**src/rtl/fetch_pkg.sv**
```systemverilog
// Shared definitions for the instruction fetch stage: FSM encoding,
// bubble instruction and PC arithmetic helpers.
package fetch_pkg;

    typedef logic [1:0] fetch_state_t;

    localparam fetch_state_t STATE_REQ  = 2'd0;
    localparam fetch_state_t STATE_WAIT = 2'd1;
    localparam fetch_state_t STATE_HOLD = 2'd2;

    localparam logic [31:0] NOP_INSTR = 32'h0000_0000;
    localparam logic [31:0] PC_INCR   = 32'd4;

    function automatic logic [31:0] word_align(input logic [31:0] addr);
        return {addr[31:2], 2'b00};
    endfunction

endpackage

```
**src/rtl/fetch_hold_buffer.sv**
```systemverilog
// Single-entry {instr, pc} holding register used to park a response that
// arrives while ID is frozen.
module fetch_hold_buffer
    import fetch_pkg::*;
(
    input  logic        CLK,
    input  logic        RESET,
    input  logic        load,
    input  logic        drop,
    input  logic [31:0] instr_in,
    input  logic [31:0] pc_in,
    output logic        valid,
    output logic [31:0] instr,
    output logic [31:0] pc
);

    logic        valid_reg;
    logic [31:0] instr_reg;
    logic [31:0] pc_reg;

    always_ff @(posedge CLK) begin
        if (!RESET) begin
            valid_reg <= 1'b0;
            instr_reg <= NOP_INSTR;
            pc_reg    <= 32'h0;
        end else if (load) begin
            valid_reg <= 1'b1;
            instr_reg <= instr_in;
            pc_reg    <= pc_in;
        end else if (drop) begin
            valid_reg <= 1'b0;
        end
    end

    assign valid = valid_reg;
    assign instr = instr_reg;
    assign pc    = pc_reg;

endmodule

```
**src/rtl/instr_fetch.sv**
```systemverilog
// Fetch stage: owns the PC, issues one outstanding instruction-memory read at
// a time, and feeds Instr/PC/PC+4 to ID with redirect, freeze and bubbles.
module instr_fetch
    import fetch_pkg::*;
#(
    parameter logic [31:0] RESET_PC = 32'hBFC00000
) (
    input  logic        CLK,
    input  logic        RESET,
    input  logic        FREEZE,
    input  logic [31:0] Alt_PC_IN,
    input  logic        Request_Alt_PC_IN,
    output logic        IMem_Req_Valid,
    output logic [31:0] IMem_Req_Addr,
    input  logic        IMem_Req_Ready,
    input  logic        IMem_Resp_Valid,
    input  logic [31:0] IMem_Resp_Data,
    output logic [31:0] Instr_OUT,
    output logic [31:0] Instr_PC_OUT,
    output logic [31:0] Instr_PC_Plus4_OUT,
    output logic        Instr_Valid_OUT
);

    fetch_state_t state_reg, state_next;
    logic [31:0]  pc_reg, pc_next;
    logic [31:0]  pend_pc_reg, pend_pc_next;
    logic         kill_reg, kill_next;
    // A redirect seen while a request is stalled leaves that request on the
    // bus at its old address; stale_* remembers it so PC can already move on.
    logic         stale_reg, stale_next;
    logic [31:0]  stale_addr_reg, stale_addr_next;

    logic [31:0]  instr_reg, instr_next;
    logic [31:0]  ipc_reg, ipc_next;
    logic [31:0]  ipc4_reg, ipc4_next;
    logic         ivalid_reg, ivalid_next;

    logic         hold_load, hold_drop, hold_valid;
    logic [31:0]  hold_instr, hold_pc;

    logic         deliver;
    logic [31:0]  deliver_instr, deliver_pc;
    logic [31:0]  alt_pc;
    logic         redirect;

    assign redirect = Request_Alt_PC_IN;
    assign alt_pc   = word_align(Alt_PC_IN);

    assign IMem_Req_Valid = RESET && (state_reg == STATE_REQ);
    assign IMem_Req_Addr  = stale_reg ? stale_addr_reg : pc_reg;

    fetch_hold_buffer u_hold (
        .CLK      (CLK),
        .RESET    (RESET),
        .load     (hold_load),
        .drop     (hold_drop),
        .instr_in (IMem_Resp_Data),
        .pc_in    (pend_pc_reg),
        .valid    (hold_valid),
        .instr    (hold_instr),
        .pc       (hold_pc)
    );

    always_comb begin
        state_next      = state_reg;
        pc_next         = pc_reg;
        pend_pc_next    = pend_pc_reg;
        kill_next       = kill_reg;
        stale_next      = stale_reg;
        stale_addr_next = stale_addr_reg;
        hold_load       = 1'b0;
        hold_drop       = 1'b0;
        deliver         = 1'b0;
        deliver_instr   = NOP_INSTR;
        deliver_pc      = 32'h0;

        case (state_reg)
            STATE_REQ: begin
                if (IMem_Req_Ready) begin
                    state_next = STATE_WAIT;
                    if (redirect) begin
                        pc_next    = alt_pc;
                        kill_next  = 1'b1;
                        stale_next = 1'b0;
                    end else if (stale_reg) begin
                        kill_next  = 1'b1;
                        stale_next = 1'b0;
                    end else begin
                        pend_pc_next = pc_reg;
                        pc_next      = pc_reg + PC_INCR;
                    end
                end else if (redirect) begin
                    pc_next = alt_pc;
                    if (!stale_reg) begin
                        stale_next      = 1'b1;
                        stale_addr_next = pc_reg;
                    end
                end
            end
            STATE_WAIT: begin
                if (redirect) begin
                    pc_next = alt_pc;
                end
                if (IMem_Resp_Valid) begin
                    state_next = STATE_REQ;
                    kill_next  = 1'b0;
                    if (!kill_reg && !redirect) begin
                        if (FREEZE) begin
                            hold_load  = 1'b1;
                            state_next = STATE_HOLD;
                        end else begin
                            deliver       = 1'b1;
                            deliver_instr = IMem_Resp_Data;
                            deliver_pc    = pend_pc_reg;
                        end
                    end
                end else if (redirect) begin
                    kill_next = 1'b1;
                end
            end
            STATE_HOLD: begin
                if (redirect) begin
                    hold_drop  = 1'b1;
                    pc_next    = alt_pc;
                    state_next = STATE_REQ;
                end else if (!FREEZE) begin
                    hold_drop     = 1'b1;
                    state_next    = STATE_REQ;
                    deliver       = hold_valid;
                    deliver_instr = hold_instr;
                    deliver_pc    = hold_pc;
                end
            end
            default: begin
                state_next = STATE_REQ;
            end
        endcase
    end

    // ID-facing outputs: frozen values are held, otherwise a fetched
    // instruction or a NOP bubble.
    always_comb begin
        instr_next  = instr_reg;
        ipc_next    = ipc_reg;
        ipc4_next   = ipc4_reg;
        ivalid_next = ivalid_reg;
        if (!FREEZE) begin
            instr_next  = deliver ? deliver_instr : NOP_INSTR;
            ipc_next    = deliver ? deliver_pc : 32'h0;
            ipc4_next   = deliver ? (deliver_pc + PC_INCR) : 32'h0;
            ivalid_next = deliver;
        end
    end

    always_ff @(posedge CLK) begin
        if (!RESET) begin
            state_reg      <= STATE_REQ;
            pc_reg         <= word_align(RESET_PC);
            pend_pc_reg    <= 32'h0;
            kill_reg       <= 1'b0;
            stale_reg      <= 1'b0;
            stale_addr_reg <= 32'h0;
            instr_reg      <= NOP_INSTR;
            ipc_reg        <= 32'h0;
            ipc4_reg       <= 32'h0;
            ivalid_reg     <= 1'b0;
        end else begin
            state_reg      <= state_next;
            pc_reg         <= pc_next;
            pend_pc_reg    <= pend_pc_next;
            kill_reg       <= kill_next;
            stale_reg      <= stale_next;
            stale_addr_reg <= stale_addr_next;
            instr_reg      <= instr_next;
            ipc_reg        <= ipc_next;
            ipc4_reg       <= ipc4_next;
            ivalid_reg     <= ivalid_next;
        end
    end

    assign Instr_OUT          = instr_reg;
    assign Instr_PC_OUT       = ipc_reg;
    assign Instr_PC_Plus4_OUT = ipc4_reg;
    assign Instr_Valid_OUT    = ivalid_reg;

endmodule

```
**config.mk**
```make
export PLATFORM = sky130hd
export DESIGN_NAME = instr_fetch
export DESIGN_NICKNAME = d
export VERILOG_FILES = /design/src/rtl/fetch_pkg.sv /design/src/rtl/fetch_hold_buffer.sv /design/src/rtl/instr_fetch.sv
export SDC_FILE = /design/constraint.sdc
export NUM_CORES = 1
export LEC_CHECK = 0
export ABC_AREA = 1
export CAP_MARGIN = 20
export CORE_MARGIN = 10
export CORE_UTILIZATION = 50
export DETAILED_ROUTE_END_ITERATION = 12
export PLACE_DENSITY = 0.76
export SLEW_MARGIN = 20
export SYNTH_ARGS = -nofsm -noshare
export SYNTH_HDL_FRONTEND = slang
export SYNTH_SLANG_ARGS = --single-unit
export TNS_END_PERCENT = 100
```
**constraint.sdc**
```tcl
create_clock -name CLK -period 2.97 [get_ports CLK]
set_input_delay 0.4455 -clock CLK [delete_from_list [all_inputs] [get_ports CLK]]
set_output_delay 0.4455 -clock CLK [all_outputs]
set_load 0.02 [all_outputs]
```
Word level (Yosys, flattened, before mapping) --
Cells that the tools add are included.
Word-level totals: ROM bits 0, memories kept 0, logic and storage cells 89, bits in latches 0, input port bits 70, output and inout port bits 130, memory bits (writable) 0, register bits after elaboration 262
Cells by class: multiplexer cells 47, equal/unequal tests 8, divide/modulo/power cells 0, reduce and logical (&&, ||, !) cells 16, multiply operators 0, $add $sub $neg 2, bitwise logic cells 3, shifts and indexed selects 0, order comparisons 0
Operator list (count):
- $mux 32 | 16
- $pmux 32 s2 | 3
- $add 32x3->32 const B | 2
- $mux 1 | 19
- $mux 2 | 6
- $ne 3x3->1 const B | 3
- $reduce_and 4->1 | 2
- $reduce_bool 2->1 | 4
- $pmux 2 s3 | 1
- $reduce_and 3->1 | 2
- $ne 2x2->1 const B | 2
- $ne 4x4->1 const B | 1
- $pmux 1 s2 | 2
- $reduce_and 2->1 | 2
- $not 1->1 | 3
- $eq 2x1->1 const B | 1
- $eq 2x2->1 const B | 1
- $logic_and 1x1->1 | 2
- $logic_not 1->1 | 2
- $logic_not 2->1 | 1
- $reduce_or 2->1 | 1

Longest topological paths before layout --
Gate-level depths: netlist of the first run.
depth after elaboration 7, mapped depth 20, mapped depth without buffers 20

Cells and area by module --
Synthesis of the first run repeated with hierarchy kept, for this count alone.
Second synthesis, totals: cells, all modules 1836, area, all modules 12614.6 um^2
By module, submodules not included:
- instr_fetch | cells each 1553, sequential area each 3903.7 um^2, area an instance 10322.4 um^2, times used 1
- fetch_hold_buffer | cells each 283, sequential area each 1301.2 um^2, area an instance 2292.2 um^2, times used 1

Worst setup path after synthesis of the first run --
Ideal clock, no wire load.
kind flip-flop to flip-flop, start register state_reg[0], end register ipc4_reg[30] (netlist: Instr_PC_Plus4_OUT[30]), data required time 2.860 ns, library setup time 0.110 ns, clock period less this slack 2.406 ns, arrival 2.296 ns, slack 0.564 ns, stages on the path, launching flop included 18, buffers on the path 3, cell sequence dfxtp_1 > inv_1 > ha_1 > buf_2 > buf_2 > buf_2 > nand2_1 > inv_1 > ha_1 > nand3_2 > nor2_2 > nand3_1 > nor2_2 > nand2_1 > nand2_1 > nand3_1 > nand2_1 > inv_1
Between the ends: word-level cells in the longest chain between the ends 4, elaborated cells on any way between the ends 6, those cells by class 1 x add/sub; 2 x eq/ne; 3 x mux
RTL lines:
- start, declared | RTL line instr_fetch.sv:24 | fetch_state_t state_reg, state_next;
- start signal, assigned | RTL line instr_fetch.sv:168 | state_reg <= state_next;
- $eq 2x2->1 or $eq 2x1->1 (tied branches) | RTL line instr_fetch.sv:77 | case (state_reg)
- $pmux 32 s2 | RTL line instr_fetch.sv:77
- $add 32x3->32 | RTL line instr_fetch.sv:150 | ipc4_next = deliver ? (deliver_pc + PC_INCR) : 32'h0;
- $mux 32 * | RTL line instr_fetch.sv:150
- end signal, assigned | RTL line instr_fetch.sv:176 | ipc4_reg <= ipc4_next;
- end, declared | RTL line instr_fetch.sv:35 | logic [31:0] ipc4_reg, ipc4_next;
Mark *: on every way between the ends. The rest lies on a longest branch, timed or not. A chain may end at the register's enable or synchronous reset.

Worst setup path in the final report of the first run --
start register stale_reg, end output IMem_Req_Addr[16]
Between the ends: word-level cells in the longest chain between the ends 1
RTL lines:
- start, declared | RTL line instr_fetch.sv:30 | logic stale_reg, stale_next;
- start signal, assigned | RTL line instr_fetch.sv:172 | stale_reg <= stale_next;
- $mux 32
- end, declared | RTL line instr_fetch.sv:14 | output logic [31:0] IMem_Req_Addr,
Every way passes these cells.

==> metrics.yaml, run 1 <==
status: "complete, no violations"
cts_resized: 0
crit_fanout: 55
synth-edff-count: 0
grt_start_max_net_pins: 96
h-tree-depth: 1
setup_viol: 0
overflow: 0
grt_pass1_vias: 12020
dp_hpwl_um: 29310
synth_top_cells_by_count: "nand2_1 (500), dfxtp_1 (260), a21oi_1 (234)"
initial_core_util: 0.5116
dp_cells: 2281
yosysWarnings: 0
rsz0062_at_grt: "no"
power_mw: 9.480
grt_pass1_wl_um: 65000
clkPwrFrac: 0.356
fin_setup_tns_ns: 0
port_buffers: 197
synth_most_common_cell: "nand2_1"
yosysTopAreaCellShare: 0.4147
cp_cell_sequence: "buf_4 > nand2_1 > o21ai_0 > clkdlybuf4s50_1"
avgSynthCellArea_um2: 6.817
grtUsageTotal: 0.2488
timing.final.max_slew_violations: 0
cts_tree: "done"
synth-seq-cells: 260
wire_per_inst_um: 17.84
slowest_delay_ns: 0.69
clock-sinks: 260
hp-class: "input pin to register"
slowest_stage: "clkdlybuf4s50_1"
avgViaCountPerCell: 5.609
die_w_um: 178.4
cts_setup_buffers: 0
crit_required_ns: 2.52
drtPass1Iterations: 5
fin_nets: 2062
cts-root-buf: "clkbuf_16"
drive_gt1_frac: 0.06990
area_growth_syn_to_layout_pct: 24.74
fin_skew_ns: 0.01671
ys_seq_area_frac: 0.4147
antenna_found_initial: 1
synth_ff_type: "dfxtp_1"
power.density_nw_per_um2: 605.5
final_cell_area_um2: 15660
worstMarginPinSlew_ns: 1.006
clockBufferDepth: 3
ir_drop_v: 0.0004445
final_cells: 2328
synthDistinctLibCells: 42
synthCells: 1841
post-route-min-period_ns: 2.645
yosys-top-cells-area: "dfxtp_1 (41%), nand2_1 (15%), a21oi_1 (9.3%)"
drc: 0
worstSkewPairLatency_ns: 0.54
path_clk_slew_ns: 0.06
gp_congestion: 0.9658
syn_area_um2: 12550
p_leak_nw: 5.884
path_class: "register to output port"
postPlaceCellArea_um2: 14780
startpoint_type: "register"
synth_top_area_cell: "dfxtp_1"
cp.arrival_ns: 2.20
num_rows: 57
hold_viol: 0
p_switching_mw: 3.057
maxSlewHeadroom: 0.3290
seq_power_share: 0.414
async_flop_share: 0
ios: 200
vias: 13060
drtIter0Drc: 1297
core_um2: 24530
timing.final.crit_share: 0.8905
cts-buffers-inserted: 27
max_cap_violations: 0
max_freq_mhz: 378.1
ant_nets: 0
cts_hold_buf: 0
p_int_mw: 6.423
fp.dieH_um: 178.4
routed_wl_um: 41520
endpoint_kind: "output port"
syn_nets: 1917
switching_share: 0.3225
combPwrFrac: 0.230
die_area_um2: 31840
## placed cells by master (no fill, tap or decap), drive strengths merged, types with 8 or more instances in the layout
| master | Yosys | layout |
|---|---|---|
| a21oi | 234 | 234 |
| a32o | 31 | 31 |
| buf | 40 | 52 |
| clkbuf | 90 | 36 |
| clkdlybuf4s50 | 0 | 194 |
| clkinv | 3 | 8 |
| dfxtp | 260 | 260 |
| inv | 112 | 114 |
| nand2 | 515 | 515 |
| nand3 | 141 | 141 |
| nand4 | 29 | 29 |
| nor2 | 170 | 170 |
| nor3 | 22 | 22 |
| o21ai | 144 | 144 |
## final timing paths
check / from / end / slack, ns / depth (start not counted)
worst min register to register: u_hold.pc[1] / u_hold.pc[1] / 0.45 / 2
worst min-delay path: FREEZE / state_reg[1] / 0.26 / 3
worst max register to register: state_reg[1] / Instr_PC_Plus4_OUT[26] / 0.38 / 15
worst max-delay path: stale_reg / IMem_Req_Addr[16] / 0.33 / 4
## metrics by stage
| stage | util | setup slack [ns] | hold WS [ns] |
|---|---|---|---|
| global route | 0.6382 | 0.03628 | 0.2612 |
| detailed placement | 0.6024 | 0.09382 | 0.4405 |
| finish | 0.6382 | 0.3253 | 0.2579 |
| CTS | 0.6381 | 0.3032 | 0.2441 |
| floorplan | - | 0.5638 | 0.4244 |
| global placement | 0.6024 | 0.1497 | 0.4347 |
## cell families (layout without fill, tap and decap cells)
| logic type | Yosys count | in the layout | synth area share |
|---|---|---|---|
| and+or+nand+nor | 884 | 884 | 0.2999 |
| AOI/OAI and AO/OA | 441 | 441 | 0.1952 |
| DFF | 260 | 260 | 0.4147 |
| buffers and inverters | 245 | 407 | 0.08075 |
| adders and majority gates | 6 | 6 | 0.005981 |
| xor gates and xnor gates | 5 | 5 | 0.003489 |
| other | 0 | 1 | 0 |
## critical path, delay by kind of cell, from the launching register on
family          cells  cell delay (ns)
compound gates      1             0.16
simple gates        1             0.08
buf+inv             2             1.10
flops               1             0.33
## metal layers
metal,GRT usage,part of all wire,up-vias
met5,0,0,-
met4,0.06028,0.022,0
met3,0.03932,0.076,64
met2,0.4103,0.47,534
met1,0.3336,0.43,6042
li1,-,-,6417
## final cells by class
type | count | area [µm²]
antenna | 1 | 2.502
clock buffer | 36 | 769.5
clock inverter | 10 | 106.4
fill | 2272 | 8877
inverter | 115 | 435.4
multi-input combinational | 1336 | 6345
sequential | 260 | 5205
tap | 324 | 405.4
timing repair buffer | 246 | 2387
## power groups by stage
stage | Combinational (mW) | Sequential (mW) | Clock (mW)
2_1_floorplan | 1.39 | 3.94 | 0
5_1_grt | 2.39 | 3.96 | 3.56
3_5_place_dp | 2.14 | 3.99 | 0
6_report | 2.18 | 3.93 | 3.37
4_1_cts | 2.16 | 3.92 | 3.42
3_3_place_gp | 2.12 | 3.99 | 0
Note: power is estimated with default switching activity, not from simulation.
==> inputs of run 2 (changes only) <==
- CORE_ASPECT_RATIO: default -> 0.7
- CTS_CLUSTER_DIAMETER: default -> 200
==> run 2 against run 1 <==
Effect of this change: global-route usage is 0.60 points lower; first-iteration DRC count increased by 3.3%; hold slack worse by 0.010 ns; critical path depth is the same; largest power group unchanged; routed wire length fell by 0.32%; sequential share of layout area decreased by 0.20 points; count of clock-buffer cells in the layout up 3; combinational power about the same.
==> metrics.yaml, run 2 (same netlist as run 1, synthesis figures left out) <==
ir_drop_v: 0.0004131
layout_commonest_cell: "nand2_1"
worstMarginPinSlew_ns: 0.9683
cp.arrival_ns: 2.25
grt_pass1_wl_um: 65360
wire_per_inst_um: 17.70
worstSkewPairLatency_ns: 0.53
die_area_um2: 31940
hold_depth: 3
port_buffers: 197
grt_pass1_vias: 12140
initial_core_util: 0.5085
pre_cts_ws_ns: 0.02302
power.density_nw_per_um2: 612.6
timing.final.max_slew_violations: 0
avgViaCountPerCell: 5.633
cts-root-buf: "clkbuf_16"
p_switching_mw: 3.071
cp_cell_sequence: "buf_4 > nand2_1 > o21ai_0 > clkdlybuf4s50_1"
p_leak_nw: 5.948
post-route-min-period_ns: 2.698
seq_power_share: 0.408
fin_nets: 2069
cts_hold_buf: 0
area_growth_syn_to_layout_pct: 25.49
clockBufferDepth: 3
fin_skew_ns: 0.007934
dp_cells: 2290
vias: 13170
max_freq_mhz: 370.7
layout_common_cells: "nand2_1 (500), dfxtp_1 (260), a21oi_1 (234)"
drtPass1Iterations: 6
max_cap_violations: 0
status: "complete, no violations"
routed_wl_um: 41390
final_cell_area_um2: 15750
combPwrFrac: 0.227
drtIter0Drc: 1340
p_int_mw: 6.578
num_rows: 48
switching_share: 0.3183
min_to: "Instr_OUT[31]"
r2r_cells: 20
slowest_delay_ns: 0.68
clkPwrFrac: 0.366
fin_setup_tns_ns: 0
setup_viol: 0
ios: 200
postPlaceCellArea_um2: 14830
slowest_stage: "clkdlybuf4s50_1"
path_class: "register to output port"
gp_congestion: 0.9838
hp-class: "input pin to register"
clock-sinks: 260
r2r-start: "state_reg[1]"
grt_start_max_net_pins: 95
antenna_found_initial: 1
r2r_setup_slack_ns: 0.35
final_cells: 2338
diodes: 0
crit_required_ns: 2.52
drive_gt1_frac: 0.07402
timing.final.crit_share: 0.9084
path_clk_slew_ns: 0.06
ant_nets: 0
crit_fanout: 55
cts-buffers-inserted: 26
grtUsageTotal: 0.2428
cts_setup_buffers: 0
cts_resized: 0
endpoint_kind: "output port"
fp.dieH_um: 152.6
overflow: 0
rsz0062_at_grt: "no"
hold_viol: 0
startpoint_type: "register"
hold_start: "FREEZE"
core_um2: 24680
maxSlewHeadroom: 0.3545
drc: 0
fin_ws_ns: 0.2721
cts_tree: "done"
dp_hpwl_um: 29400
regToRegEndpoint: "Instr_PC_Plus4_OUT[30]"
h-tree-depth: 1
die_w_um: 209.4
[run 2: changes by cell type in the layout (fill, tap and decap cells not counted)]
cell        previous run  this run
clkbuf_8               6         8
buf_12                 5         4
buf_4                 44        54
buf_2                  3         2
clkinv_4               1         0
diode_2                1         0
clkinvlp_4             1         0
clkbuf_1               3         4
bufinv_16              2         3
[run 2: layer usage]
metal | GRT usage | vias to the layer above | wire length, µm
li1 | - | 6443 | -
met1 | 0.3351 | 6204 | 18400
met2 | 0.3679 | 473 | 18450
met3 | 0.07332 | 49 | 4007
met4 | 0.04339 | 0 | 535
met5 | 0 | - | 0
[run 2: per-stage QoR]
stage               hold WS [ns]    util  total power [mW]
detailed placement        0.4422  0.6008             6.156
floorplan                 0.4244       -             5.332
finish                    0.2477  0.6381             9.649
global route              0.2634  0.6381             10.05
CTS                       0.2406  0.6381             9.657
global placement          0.4317  0.6008             6.114
[run 2: worst max-delay path, delay by kind of cell, from the launching register on]
kind / cells / cell delay, ns
buf+inv: 2 / 1.09
flops: 1 / 0.33
compound gates: 1 / 0.15
simple gates: 1 / 0.12
[run 2: power by group through the flow]
| stage | Clock [mW] | Combinational [mW] | Sequential [mW] |
|---|---|---|---|
| floorplan | 0 | 1.39 | 3.94 |
| detailed placement | 0 | 2.15 | 4.00 |
| finish | 3.53 | 2.19 | 3.93 |
| CTS | 3.57 | 2.16 | 3.93 |
| global placement | 0 | 2.12 | 3.99 |
| global route | 3.71 | 2.39 | 3.96 |
[run 2: worst max-delay path by stage]
stage,start,cells past startpoint,to,slack [ns]
floorplan,state_reg[0],17,Instr_PC_Plus4_OUT[30],0.56
global placement,IMem_Resp_Valid,19,Instr_PC_Plus4_OUT[30],0.06
detailed placement,IMem_Resp_Valid,19,Instr_PC_Plus4_OUT[30],0.02
CTS,stale_reg,4,IMem_Req_Addr[13],0.27
global route,state_reg[1],20,Instr_PC_Plus4_OUT[30],0.1
finish,stale_reg,4,IMem_Req_Addr[13],0.27
[run 2: final cells by class]
type	instances	area, µm²
Multi-Input combinational cell	1336	6345
Sequential cell	260	5205
Timing Repair Buffer	254	2437
Clock buffer	39	800.8
Fill cell	2266	8934
Tap cell	325	406.6
Clock inverter	9	120.1
Inverter	115	435.4
==> inputs of run 3 (changes only) <==
- SETUP_SLACK_MARGIN: default -> 0.05
==> results of run 3 <==
The final DEF is identical to that of run 2; final timing and power are the same.
==> edit: new RTL, settings of run 3 <==
`stale_addr_reg` no longer has a reset.
--- a/src/rtl/instr_fetch.sv
+++ b/src/rtl/instr_fetch.sv
@@ -160,5 +160,4 @@
             kill_reg       <= 1'b0;
             stale_reg      <= 1'b0;
-            stale_addr_reg <= 32'h0;
             instr_reg      <= NOP_INSTR;
             ipc_reg        <= 32'h0;
@@ -171,5 +170,4 @@
             kill_reg       <= kill_next;
             stale_reg      <= stale_next;
-            stale_addr_reg <= stale_addr_next;
             instr_reg      <= instr_next;
             ipc_reg        <= ipc_next;
@@ -177,4 +175,8 @@
             ivalid_reg     <= ivalid_next;
         end
+    end
+
+    always_ff @(posedge CLK) begin
+        stale_addr_reg <= stale_addr_next;
     end
 
Check against the original RTL: not settled (the Yosys comparison gave no result); the edit may change what the design does.
==> edit against run 3 <==
Area after synthesis fell by 0.98%. Worst hold slack improved by 30 ps. Largest cell class unchanged. Critical path depth did not move. Wire length fell by 1.3%. Largest power group unchanged. Power rose by 1.7%. Critical path type unchanged. Final area rose by 0.41%. Setup slack got worse by 50 ps. Sequential cell count did not move.
==> edit: results (changes against run 3) <==
The initial DRC count came out at 1,104 (-18%). The ratio of cells with drive above 1 in the final layout was 9.06% (+1.7 points). The data arrival at the endpoint of the critical path is 2300 ps (+50 ps). The number of buffers created by CTS came out at 27 (+3.8%). The max capacitance violation total is 0 (unchanged). Sorting the synthesized cells by how often they occur yields sky130_fd_sc_hd__nand2_1 (486), sky130_fd_sc_hd__dfxtp_1 (228), sky130_fd_sc_hd__a21oi_1 (198). The count of distinct cell types in the synthesized netlist is 49 (+17%). The largest fanout on the critical path is 40 (-27%). After synthesis, the cell types taking the most area are sky130_fd_sc_hd__dfxtp_1 (37%), sky130_fd_sc_hd__nand2_1 (15%), sky130_fd_sc_hd__a21oi_1 (8.0%), sky130_fd_sc_hd__edfxtp_1 (7.7%), sky130_fd_sc_hd__o21ai_0 (5.3%). The async set or reset register ratio after synthesis is 0% (unchanged). The global-route wire length before repair is 64,900 um (-0.72%). The initial antenna violation count is 1 (unchanged).

The largest net degree at the start of global routing is 103 (+8.4%). The number of warnings reported in the yosys synthesis log is 0 (unchanged). The number of diodes added for antenna fixing came out at 0 (unchanged). The count of buffers from port buffering is 197 (unchanged).

The net count reported at finish came to 1,978 (-4.4%). The post-cts repair resize count came out at 0 (unchanged). CTS placed an instance of sky130_fd_sc_hd__clkbuf_16 at the clock tree root. The mean cell area of the mapped netlist is 7.21 um2 (+5.7%).

The post-synthesis mux area share came to 0% (unchanged). The largest incremental delay on the critical path came out at 690 ps. The post-synthesis sequential area ratio came out at 44.5% (+3.0 points). At the later pin of the worst-skew pair, clock insertion delay measures between 500 and 600 ps. The leakage power figure is 0.00591 uW (-0.60%). The net count of the mapped netlist is 1,800 (-6.1%).

The xor/xnor share of the synthesized area is 0.141% (-0.21 points). The placer's final routability congestion estimate is 0.945 (-3.9%). The number of buffers inserted by post-CTS setup repair is 0 (unchanged). The via count of the first global-routing pass came out at 11,900 (-2.0%).

The type of the tightest min-delay check is input port to register. The run finished with clean final reports. The number of vias in the routed layout is 12,586 (-4.4%). The share of the synthesized area in compound gates (AO/OA/AOI/OAI) is 18.6% (-0.88 points). The clock transition at the registers of the reported paths is 60 ps (about the same). The number of enable-type register cells in the synthesized netlist came to 32 (+32). The final clock skew came out at 22.3 ps (+14.4 ps). The adder-cell share of the synthesized area came out at 0.604% (+0.0059 points).

The number of standard cells in the final layout excluding fillers is 2,245 (-4.0%). The total global routing track utilization is 24.5% (+0.19 points). The total wire length came out at 40,800 um (-1.3%).

The family with the most delay on the worst path is buffers and inverters. The number of optimization iterations in the first detailed-route pass came to 7 (+1). The number of filler instances in the final layout was 2,197 (-3.0%). The maximum resistive drop on vdd is 0.000512 V (+24%).

The post-detailed-placement half-perimeter wirelength came out at 29,600 um (+0.63%). The measured slew at the worst slew-check pin came to 954 ps (-14.4 ps).
## edit: changes by cell type in the layout (fill, tap and decap cells not counted), sizes merged, moves of 14 or more
cell / before / now
nand3: 141 / 105
a21oi: 234 / 199
dfxtp: 260 / 228
edfxtp: 0 / 32
nand2: 515 / 496
nor2: 170 / 156
## edit: per-layer routing
layer  routed length, um  GRT usage (%)  up-vias
li1                    -              -     6136
met1               18600           34.1     5896
met4                 631           4.37        2
met5                  13              0        -
met2               17800           37.3      495
met3                3740           6.72       57
## edit: layout make-up
class | instances | share of cell area, %
clock buffers | 33 | 4.74
clock inverters | 14 | 1.25
inverters | 110 | 2.63
multi-input cells | 1236 | 37.6
flip-flops and latches | 260 | 34.9
well taps | 325 | 2.57
repair buffers | 267 | 16.2
## edit: power breakdown
group	total (uW)	leakage (uW)	switching (uW)	internal (uW)
clock	3610	0.000465	1450	2150
combinational	2150	0.00330	1440	714
sequential	4060	0.00215	204	3850
## edit: final timing paths
kind	startpoint	end	slack [ps]	cells past startpoint
setup / recovery	stale_reg	IMem_Req_Addr[15]	220	4
hold / removal	FREEZE	state_reg[1]	280	3
hold reg to reg	u_hold.instr[31]	u_hold.instr[31]	460	2
setup reg to reg	state_reg[1]	Instr_PC_Plus4_OUT[30]	360	16
## edit: stage by stage
step                      TNS, ps  power (uW)  worst slack (ps)  util [%]  cell area [um2]
final                           0        9820               222      64.4            15800
after global routing            0       10200              89.8      64.4            15800
after CTS                       0        9840               203      64.4            15800
after detailed placement    -57.1        6250             -29.1      60.5            14900
after global placement          0        6200              54.8      60.5            14900
after floorplan                 0        5390               263         -            12400
## edit: worst min-delay path: stages
cell and delay, ps:
sky130_fd_sc_hd__buf_4 150, sky130_fd_sc_hd__nand3_1 90, sky130_fd_sc_hd__a211oi_1 70
